[src/rtl/ram_stream_reader_pkg.sv]
// Shared widths, scalar type and reader FSM encoding for the RAM stream reader.
package ram_stream_reader_pkg;

  localparam int DATA_WIDTH = 8;
  localparam int ADDR_WIDTH = 4;
  localparam int DATA_W     = DATA_WIDTH;
  localparam int ADDR_W     = ADDR_WIDTH;

  typedef logic bit_t;

  localparam logic [1:0] ST_IDLE  = 2'd0;
  localparam logic [1:0] ST_READ  = 2'd1;
  localparam logic [1:0] ST_DRAIN = 2'd2;

  typedef enum logic [1:0] {
    IDLE  = ST_IDLE,
    READ  = ST_READ,
    DRAIN = ST_DRAIN
  } reader_state_e;

endpackage

[src/rtl/ram_stream_reader_stream_skid_fifo.sv]
// Synchronous DEPTH-entry FIFO with occupancy output; used as the reader's
// output skid buffer. Head word is presented combinationally, zero when empty.
module stream_skid_fifo
  import ram_stream_reader_pkg::*;
#(
  parameter  int WIDTH = 9,
  parameter  int DEPTH = 4,
  localparam int PTR_W = (DEPTH > 1) ? $clog2(DEPTH) : 1,
  localparam int CNT_W = $clog2(DEPTH + 1)
) (
  input  logic             clk,
  input  logic             rst,
  input  bit_t             flush,
  input  bit_t             push,
  input  logic [WIDTH-1:0] push_data,
  input  bit_t             pop,
  output logic [WIDTH-1:0] pop_data,
  output bit_t             valid,
  output logic [CNT_W-1:0] count
);

  logic [WIDTH-1:0] mem [DEPTH];
  logic [PTR_W-1:0] wr_ptr;
  logic [PTR_W-1:0] rd_ptr;
  logic [CNT_W-1:0] cnt;
  bit_t             do_push;
  bit_t             do_pop;

  function automatic logic [PTR_W-1:0] next_ptr(input logic [PTR_W-1:0] p);
    return (p == PTR_W'(DEPTH - 1)) ? '0 : p + 1'b1;
  endfunction

  assign do_pop   = pop && (cnt != '0);
  assign do_push  = push && ((cnt != CNT_W'(DEPTH)) || do_pop);
  assign valid    = (cnt != '0);
  assign count    = cnt;
  assign pop_data = valid ? mem[rd_ptr] : '0;

  // NOTE: sequential state uses non-blocking assignments so every register
  // samples pre-edge values regardless of statement order.
  always_ff @(posedge clk) begin
    if (rst || flush) begin
      wr_ptr <= '0;
      rd_ptr <= '0;
      cnt    <= '0;
    end else begin
      if (do_push) wr_ptr <= next_ptr(wr_ptr);
      if (do_pop)  rd_ptr <= next_ptr(rd_ptr);
      case ({do_push, do_pop})
        2'b10:   cnt <= cnt + 1'b1;
        2'b01:   cnt <= cnt - 1'b1;
        default: cnt <= cnt;
      endcase
    end
  end

  // NOTE: storage is deliberately not reset; the pointers and count define
  // which entries are live, and the output is zeroed while empty.
  always_ff @(posedge clk) begin
    if (do_push) mem[wr_ptr] <= push_data;
  end

endmodule

[src/rtl/ram_stream_reader.sv]
// Walks a contiguous RAM range through a one-cycle-latency read port and emits
// the words as a valid/ready stream with last. Optional abort: READER_ABORT_EN.
module ram_stream_reader
  import ram_stream_reader_pkg::*;
#(
  parameter int DEPTH_LOG2 = ADDR_W,
  parameter int BUF_DEPTH  = 4
) (
  input  logic                  clk,
  input  logic                  rst,
  input  logic                  start,
  input  logic [DEPTH_LOG2-1:0] base_addr,
  input  logic [DEPTH_LOG2:0]   length,
  output logic                  en_r,
  output logic [DEPTH_LOG2-1:0] read_addr,
  input  logic [DATA_W-1:0]     ram_out,
  output logic [DATA_W-1:0]     data_out,
  output logic                  valid_out,
  input  logic                  ready_in,
`ifdef READER_ABORT_EN
  input  logic                  abort,
`endif
  output logic                  last_out,
  output logic                  busy,
  output logic                  done
);

  localparam int CNT_W = $clog2(BUF_DEPTH + 1);

  reader_state_e         state;
  logic [DEPTH_LOG2-1:0] addr;
  logic [DEPTH_LOG2:0]   remaining;
  bit_t                  rd_pending;
  bit_t                  rd_last;
  bit_t                  abort_hit;
  bit_t                  fire;
  logic [CNT_W-1:0]      occupancy;
  logic [CNT_W:0]        used_slots;
  logic [DATA_W:0]       fifo_out;
  bit_t                  fifo_valid;

`ifdef READER_ABORT_EN
  assign abort_hit = abort && (state != IDLE);
`else
  assign abort_hit = 1'b0;
`endif

  // A read is issued only if its word is guaranteed a buffer slot, so the
  // buffer can never overflow however long the consumer stalls.
  assign used_slots = {1'b0, occupancy} + {{CNT_W{1'b0}}, rd_pending};
  assign en_r       = (state == READ) && !abort_hit
                      && (used_slots < (CNT_W + 1)'(BUF_DEPTH));
  assign read_addr  = addr;
  assign busy       = (state != IDLE);
  assign valid_out  = fifo_valid;
  assign {last_out, data_out} = fifo_out;
  assign fire       = valid_out && ready_in;

  always_ff @(posedge clk) begin
    if (rst) begin
      state      <= IDLE;
      addr       <= '0;
      remaining  <= '0;
      rd_pending <= 1'b0;
      rd_last    <= 1'b0;
      done       <= 1'b0;
    end else begin
      done       <= 1'b0;
      rd_pending <= en_r;
      rd_last    <= en_r && (remaining == (DEPTH_LOG2 + 1)'(1));
      case (state)
        IDLE: begin
          if (start) begin
            if (length == '0) begin
              done <= 1'b1;
            end else begin
              addr      <= base_addr;
              remaining <= length;
              state     <= READ;
            end
          end
        end
        READ: begin
          if (abort_hit) begin
            state <= IDLE;
            done  <= 1'b1;
          end else if (en_r) begin
            addr      <= addr + 1'b1;
            remaining <= remaining - 1'b1;
            if (remaining == (DEPTH_LOG2 + 1)'(1)) state <= DRAIN;
          end
        end
        DRAIN: begin
          if (abort_hit) begin
            state <= IDLE;
            done  <= 1'b1;
          end else if (fire && last_out) begin
            state <= IDLE;
            done  <= 1'b1;
          end
        end
        default: state <= IDLE;
      endcase
    end
  end

  // Words still in flight from the RAM when an abort lands are dropped by the
  // flush, which takes priority over the push in the same cycle.
  stream_skid_fifo #(
    .WIDTH (DATA_W + 1),
    .DEPTH (BUF_DEPTH)
  ) u_fifo (
    .clk       (clk),
    .rst       (rst),
    .flush     (abort_hit),
    .push      (rd_pending),
    .push_data ({rd_last, ram_out}),
    .pop       (fire),
    .pop_data  (fifo_out),
    .valid     (fifo_valid),
    .count     (occupancy)
  );

endmodule

[config.mk]
export PLATFORM = sky130hd
export DESIGN_NAME = ram_stream_reader
export DESIGN_NICKNAME = d
export VERILOG_FILES = /design/src/rtl/ram_stream_reader_pkg.sv /design/src/rtl/ram_stream_reader_stream_skid_fifo.sv /design/src/rtl/ram_stream_reader.sv
export SDC_FILE = /design/constraint.sdc
export NUM_CORES = 1
export LEC_CHECK = 0
export CAP_MARGIN = 25
export CELL_PAD_IN_SITES_DETAIL_PLACEMENT = 1
export CELL_PAD_IN_SITES_GLOBAL_PLACEMENT = 1
export CORE_MARGIN = 5
export CORE_UTILIZATION = 35
export DETAILED_ROUTE_END_ITERATION = 7
export PLACE_DENSITY_LB_ADDON = 0.1
export SETUP_SLACK_MARGIN = 0.5
export SLEW_MARGIN = 30
export SYNTH_ARGS = -nofsm -noshare
export SYNTH_HDL_FRONTEND = slang
export SYNTH_HIERARCHICAL = 1
export SYNTH_SLANG_ARGS = --single-unit
[constraint.sdc]
create_clock -name clk -period 2.2 [get_ports clk]
set_input_delay 0.44 -clock clk [delete_from_list [all_inputs] [get_ports clk]]
set_output_delay 0.44 -clock clk [all_outputs]
set_load 0.01 [all_outputs]
### Yosys cells after proc, flatten, opt, wreduce, memory -nomap -nowiden

Memory sizes are Yosys's and may differ from the RTL's. A register that Yosys moved wholly into a read port is not among the register bits.
Cells that the tools add are included.
Widths: inputs -> output; s select.

* register bits after elaboration: 21
* memories: 1
* output and inout bits: 17
* input port bits: 21
* RAM bits: 36

Memory list
* u_fifo.mem: words 4, bits a word 9, rd ports 1, clocked after memory_dff 1, write ports 1, line ram_stream_reader_stream_skid_fifo.sv:22 `logic [WIDTH-1:0] mem [DEPTH];`

* mux-type cells: 26
* add/subtract/negate cells: 7
* $lt $le $gt $ge: 1
* reductions and logical operators: 15
* equality and inequality tests: 13

Operator list (count)
* $mux 2: 9
* $mux 5: 3
* $mux 4: 3
* $pmux 5 s2: 1
* $mux 9: 1
* $eq 2x2->1 const B: 4
* $ne 2x2->1 const B: 4
* $pmux 4 s2: 1
* $logic_and 1x1->1: 6
* $pmux 2 s3: 1
* $pmux 3 s2: 1
* $reduce_bool 2->1: 3
* $eq 5x1->1 const B: 1
* $logic_not 5->1: 1
* $mux 1: 5
* $reduce_and 5->1: 1
* $sub 5x1->5 const B: 1
* $add 2x1->2 const B: 2
* $add 3x1->4: 1
* $add 4x1->4 const B: 1
* $eq 2x1->1 const B: 2
* $lt 4x3->1 const B: 1
* $reduce_and 4->1: 1
* $add 3x1->3 const B: 1
* other kinds (7): 7

### Depth between registers and ports, before layout

* word-level depth: 7
* gate-level depth with buffers: 10
* depth with buffers taken out: 8

### Cells and area by module

Netlist, hierarchy kept.

Modules (own cells, without submodules)
* stream_skid_fifo: cells each 122, area each 1905.6 um^2, sequential area each 1261.2 um^2, times used 1
* ram_stream_reader: cells each 103, area each 988.4 um^2, sequential area each 280.3 um^2, times used 1

### Worst setup path after synthesis

OpenSTA, ideal clock, no wires.

* kind: reg2reg
* from: reg u_fifo.cnt[2] (netlist: u_fifo/count[2])
* to: reg u_fifo.cnt[2] (netlist: u_fifo/count[2])
* path slack: -169 ps
* arrival time: 2294 ps
* cell stages (with the launch flop): 11
* required time: 2126 ps
* clock period less this slack: 2369 ps
* setup time: 74 ps
* path through: dfxtp_1 or3_1 clkbuf_1 and2_1 buf_4 nor2b_4 nand2_1 fa_1 nand2b_1 o21bai_1 a31oi_1

* cells in the longest elaborated chain, start to end: 7
* elaborated cells on any way between the ends: 12
* classes of those cells: 2 x add/sub; 3 x eq/ne; 1 x mux; 6 x reduce/logical

Ends and longest elaborated chain
* from (decl): line ram_stream_reader_stream_skid_fifo.sv:25 `logic [CNT_W-1:0] cnt;`
* from (signal assigned): line ram_stream_reader_stream_skid_fifo.sv:50 `2'b10: cnt <= cnt + 1'b1;`
* from (signal assigned): line ram_stream_reader_stream_skid_fifo.sv:51 `2'b01: cnt <= cnt - 1'b1;`
* from (signal assigned): line ram_stream_reader_stream_skid_fifo.sv:52 `default: cnt <= cnt;`
* $reduce_bool 3->1 *: line ram_stream_reader_stream_skid_fifo.sv:35 `assign valid = (cnt != '0);`
* via valid_out: line ram_stream_reader.sv:18 `output logic valid_out,`
* $logic_and 1x1->1 *: line ram_stream_reader.sv:57 `assign fire = valid_out && ready_in;`
* via fire: line ram_stream_reader.sv:36 `bit_t fire;`
* $logic_and 1x1->1 *: line ram_stream_reader_stream_skid_fifo.sv:33 `assign do_pop = pop && (cnt != '0);`
* $logic_or 1x1->1: line ram_stream_reader_stream_skid_fifo.sv:34 `assign do_push = push && ((cnt != CNT_W'(DEPTH)) || do_pop);`
* $logic_and 1x1->1: line ram_stream_reader_stream_skid_fifo.sv:34
* $eq 2x1->1 or $eq 2x2->1 (tied branches): line ram_stream_reader_stream_skid_fifo.sv:49 `case ({do_push, do_pop})`
* $pmux 3 s2 or $reduce_bool 2->1 (tied branches)

The timed path passes the listed nets; every way through them passes the cells marked *.
A chain may end at the register's enable or synchronous reset.

### Final worst setup path

* from: reg u_fifo.cnt[1] (netlist: u_fifo/count[1])
* to: out data_out[6]

* cells in the longest elaborated chain, start to end: 2

Ends and longest elaborated chain
* $reduce_bool 3->1: line ram_stream_reader_stream_skid_fifo.sv:35
* $mux 9: line ram_stream_reader_stream_skid_fifo.sv:37 `assign pop_data = valid ? mem[rd_ptr] : '0;`
* to (decl): line ram_stream_reader.sv:17 `output logic [DATA_W-1:0] data_out,`

Every way passes these cells.

==> results.json <==
{
  "status": "complete, no violations",
  "coreArea_um2": 8130,
  "cts_max_level": 3,
  "antenna_cells": 0,
  "seqCellArea_um2": 1560,
  "r2r_start": "u_fifo/count[1]",
  "drt-initial-drc-count": 70,
  "min-delay-start": "state[1]",
  "portBuffers": 37,
  "cts_buffers": 9,
  "wl_per_cell_um": 17.8,
  "skew_ps": 8.41,
  "syn_area_um2": 2890,
  "core.rowCount": 33,
  "tns_ps": 0,
  "arrival_ps": 1620,
  "hpwl_mm": 4.81,
  "yosysSeqAreaShare": 0.533,
  "setup_viol": 0,
  "start_kind": "flip-flop",
  "die_area_um2": 10200,
  "final_util": 0.500,
  "gp_congestion": 0.732,
  "cp-startpoint": "u_fifo/count[1]",
  "crit_path_max_incr_delay_ps": 410,
  "grtUsageTotal": 0.148,
  "period_minus_slack_ps": 2060,
  "period_share": 0.937,
  "clock_latency_ps": 340,
  "grt_pass1_wl_mm": 11.3,
  "cp.required_ps": 1760,
  "die_x_um": 101,
  "synth_flop_cell": "edfxtp_1",
  "io-pin-count": 38,
  "antenna_found_initial": 0,
  "slew_violations": 0,
  "cp_max_fo": 4,
  "cts-root-buf": "clkbuf_8",
  "reg2reg_depth": 8,
  "synth_top_cell_by_area": "edfxtp_1",
  "area_delta_synth_final_pct": 40.4,
  "holdBufCountCts": 0,
  "path_class": "flip-flop to output port",
  "synth_fp_nets": 255,
  "initial_core_util": 0.356,
  "hold_viol": 0,
  "fin_nets": 330,
  "clock_sinks": 59,
  "timing.fmax_mhz": 485,
  "synth.most_common_cell": "edfxtp_1",
  "dp_slack_ps": -30.8,
  "viasPerCell": 5.12,
  "overflow": 0,
  "num_vias": 2098,
  "slowest_stage": "or3_4",
  "path_clk_slew_ps": 70,
  "clockBufferDepth": 2,
  "routed_wl_mm": 7.29,
  "synth-seq-cells": 59,
  "rsz0062_at_grt": "yes",
  "hold_path_end": "state[0]",
  "hold_path.class": "flip-flop to flip-flop",
  "yosysWarningCount": 6,
  "end_kind": "output port",
  "grt_pass1_vias": 2177,
  "synth-edff-count": 36,
  "p_leak_nw": 1.46,
  "synthTopCellsByArea": "edfxtp_1 37%, dfxtp_1 16%, mux4_2 7.0%, ha_1 3.5%, and2_1 3.2%",
  "multi_input_area_um2": 1430,
  "drive_above_1_share": 0.413,
  "path_cells": "or3_4, buf_12, buf_16, and2_1, buf_2",
  "die-height_um": 101,
  "synth.avg_cell_area_um2": 12.9,
  "nFillCells": 821,
  "cts_tree": "built",
  "fin_ws_ps": 140,
  "grt_max_degree": 14,
  "regToRegSetupSlack_ps": 190,
  "r2r-end": "u_fifo/count[2]",
  "async_flop_share": 0,
  "antenna_left": 0,
  "power_density_nw_per_um2": 623,
  "synth_commonest_cells": "36 x edfxtp_1, 23 x dfxtp_1, 15 x and2_1",
  "drc": 0,
  "whs_path_depth": 1,
  "drv_cap": 0,
  "yosys.cell_types.count": 53,
  "first_pass_iters": 4,
  "yosysTopAreaCellShare": 0.374,
  "syn_inst": 225,
  "worst_ir_drop_vdd_v": 0.000327
}
-- area by class of cell --
class,count,area share
flip-flops and latches,59,0.383
multi-input cells,149,0.353
repair buffers,72,0.177
clock buffers,11,0.0323
well taps,105,0.0323
clock inverters,5,0.0132
inverters,9,0.00954
-- flip-flops by register name, indices dropped and copies added, names as in the netlist, named ones only --
signal         flops
u_fifo/mem        36
remaining          5
read_addr          4
u_fifo/count       3
state              2
u_fifo/rd_ptr      2
u_fifo/wr_ptr      2
done               1
rd_last            1
rd_pending         1
-- cells in the final DEF, fill, tap and decap left out, drive strengths merged, types with 3 or more instances in the layout --
cell type	netlist	routed
buf	8	46
edfxtp	36	36
dfxtp	23	23
clkdlybuf4s50	0	19
and2	15	19
nand2	12	12
clkbuf	5	11
a21oi	10	10
mux4	9	9
inv	9	9
nor2	9	9
ha	8	8
nor2b	8	8
nor3	7	7
nand3	6	6
mux2i	5	5
or3	5	5
nand2b	5	5
o41ai	5	5
a31oi	4	5
dlygate4sd2	0	4
a211oi	4	4
o31ai	3	3
or2	3	3
o211ai	3	3
-- critical path, delay by kind of cell (launching register included) --
family / cells / cell delay [ps]
buffers and inverters: 3 / 410
and+or+nand+nor: 2 / 550
DFF: 1 / 320
-- report_power, final --
group          leakage, nW  internal (W)  switching [W]
clock               0.0870      0.000517       0.000422
sequential           0.521       0.00121      0.0000318
combinational        0.851      0.000177       0.000175
-- layer usage --
metal,wire (um),track usage
met1,3540,0.205
met2,3450,0.226
met3,195,0.0332
met4,108,0.0583
met5,0,0
-- what timing repair did --
action / in CTS / in global routing
cloned: 6 / 0
setup endpoints to repair: 55 / 62
gates resized for setup: 76 / 33
buffers inserted: 7 / 10
pin swaps: 22 / 12
-- kinds of logic after synthesis --
kind of cell	Yosys count	synth area share
and+or+nand+nor	75	0.155
AOI/OAI and AO/OA	43	0.137
muxes	14	0.0873
other	1	0.00130
buffers and inverters	22	0.0393
DFF	59	0.533
xor gates and xnor gates	2	0.00605
adders and majority gates	9	0.0415
-- per-stage QoR --
step	power [W]	cells	hold slack (ps)	area [um2]
2_1_floorplan	0.00146	225	438	2940
3_3_place_gp	0.00158	371	469	3480
3_5_place_dp	0.00158	371	478	3480
4_1_cts	0.00254	400	491	3830
5_1_grt	0.00266	410	507	4060
6_report	0.00253	410	485	4060
-- worst max-delay path by stage --
stage	to	slack (ps)	cells past startpoint
global placement	u_fifo/count[2]	60	8
CTS	data_out[0]	110	4
floorplan	u_fifo/count[2]	100	10
detailed placement	u_fifo/count[2]	-30	8
finish	data_out[6]	140	5
global route	u_fifo/count[2]	80	8
(Power assumes the default switching activity.)
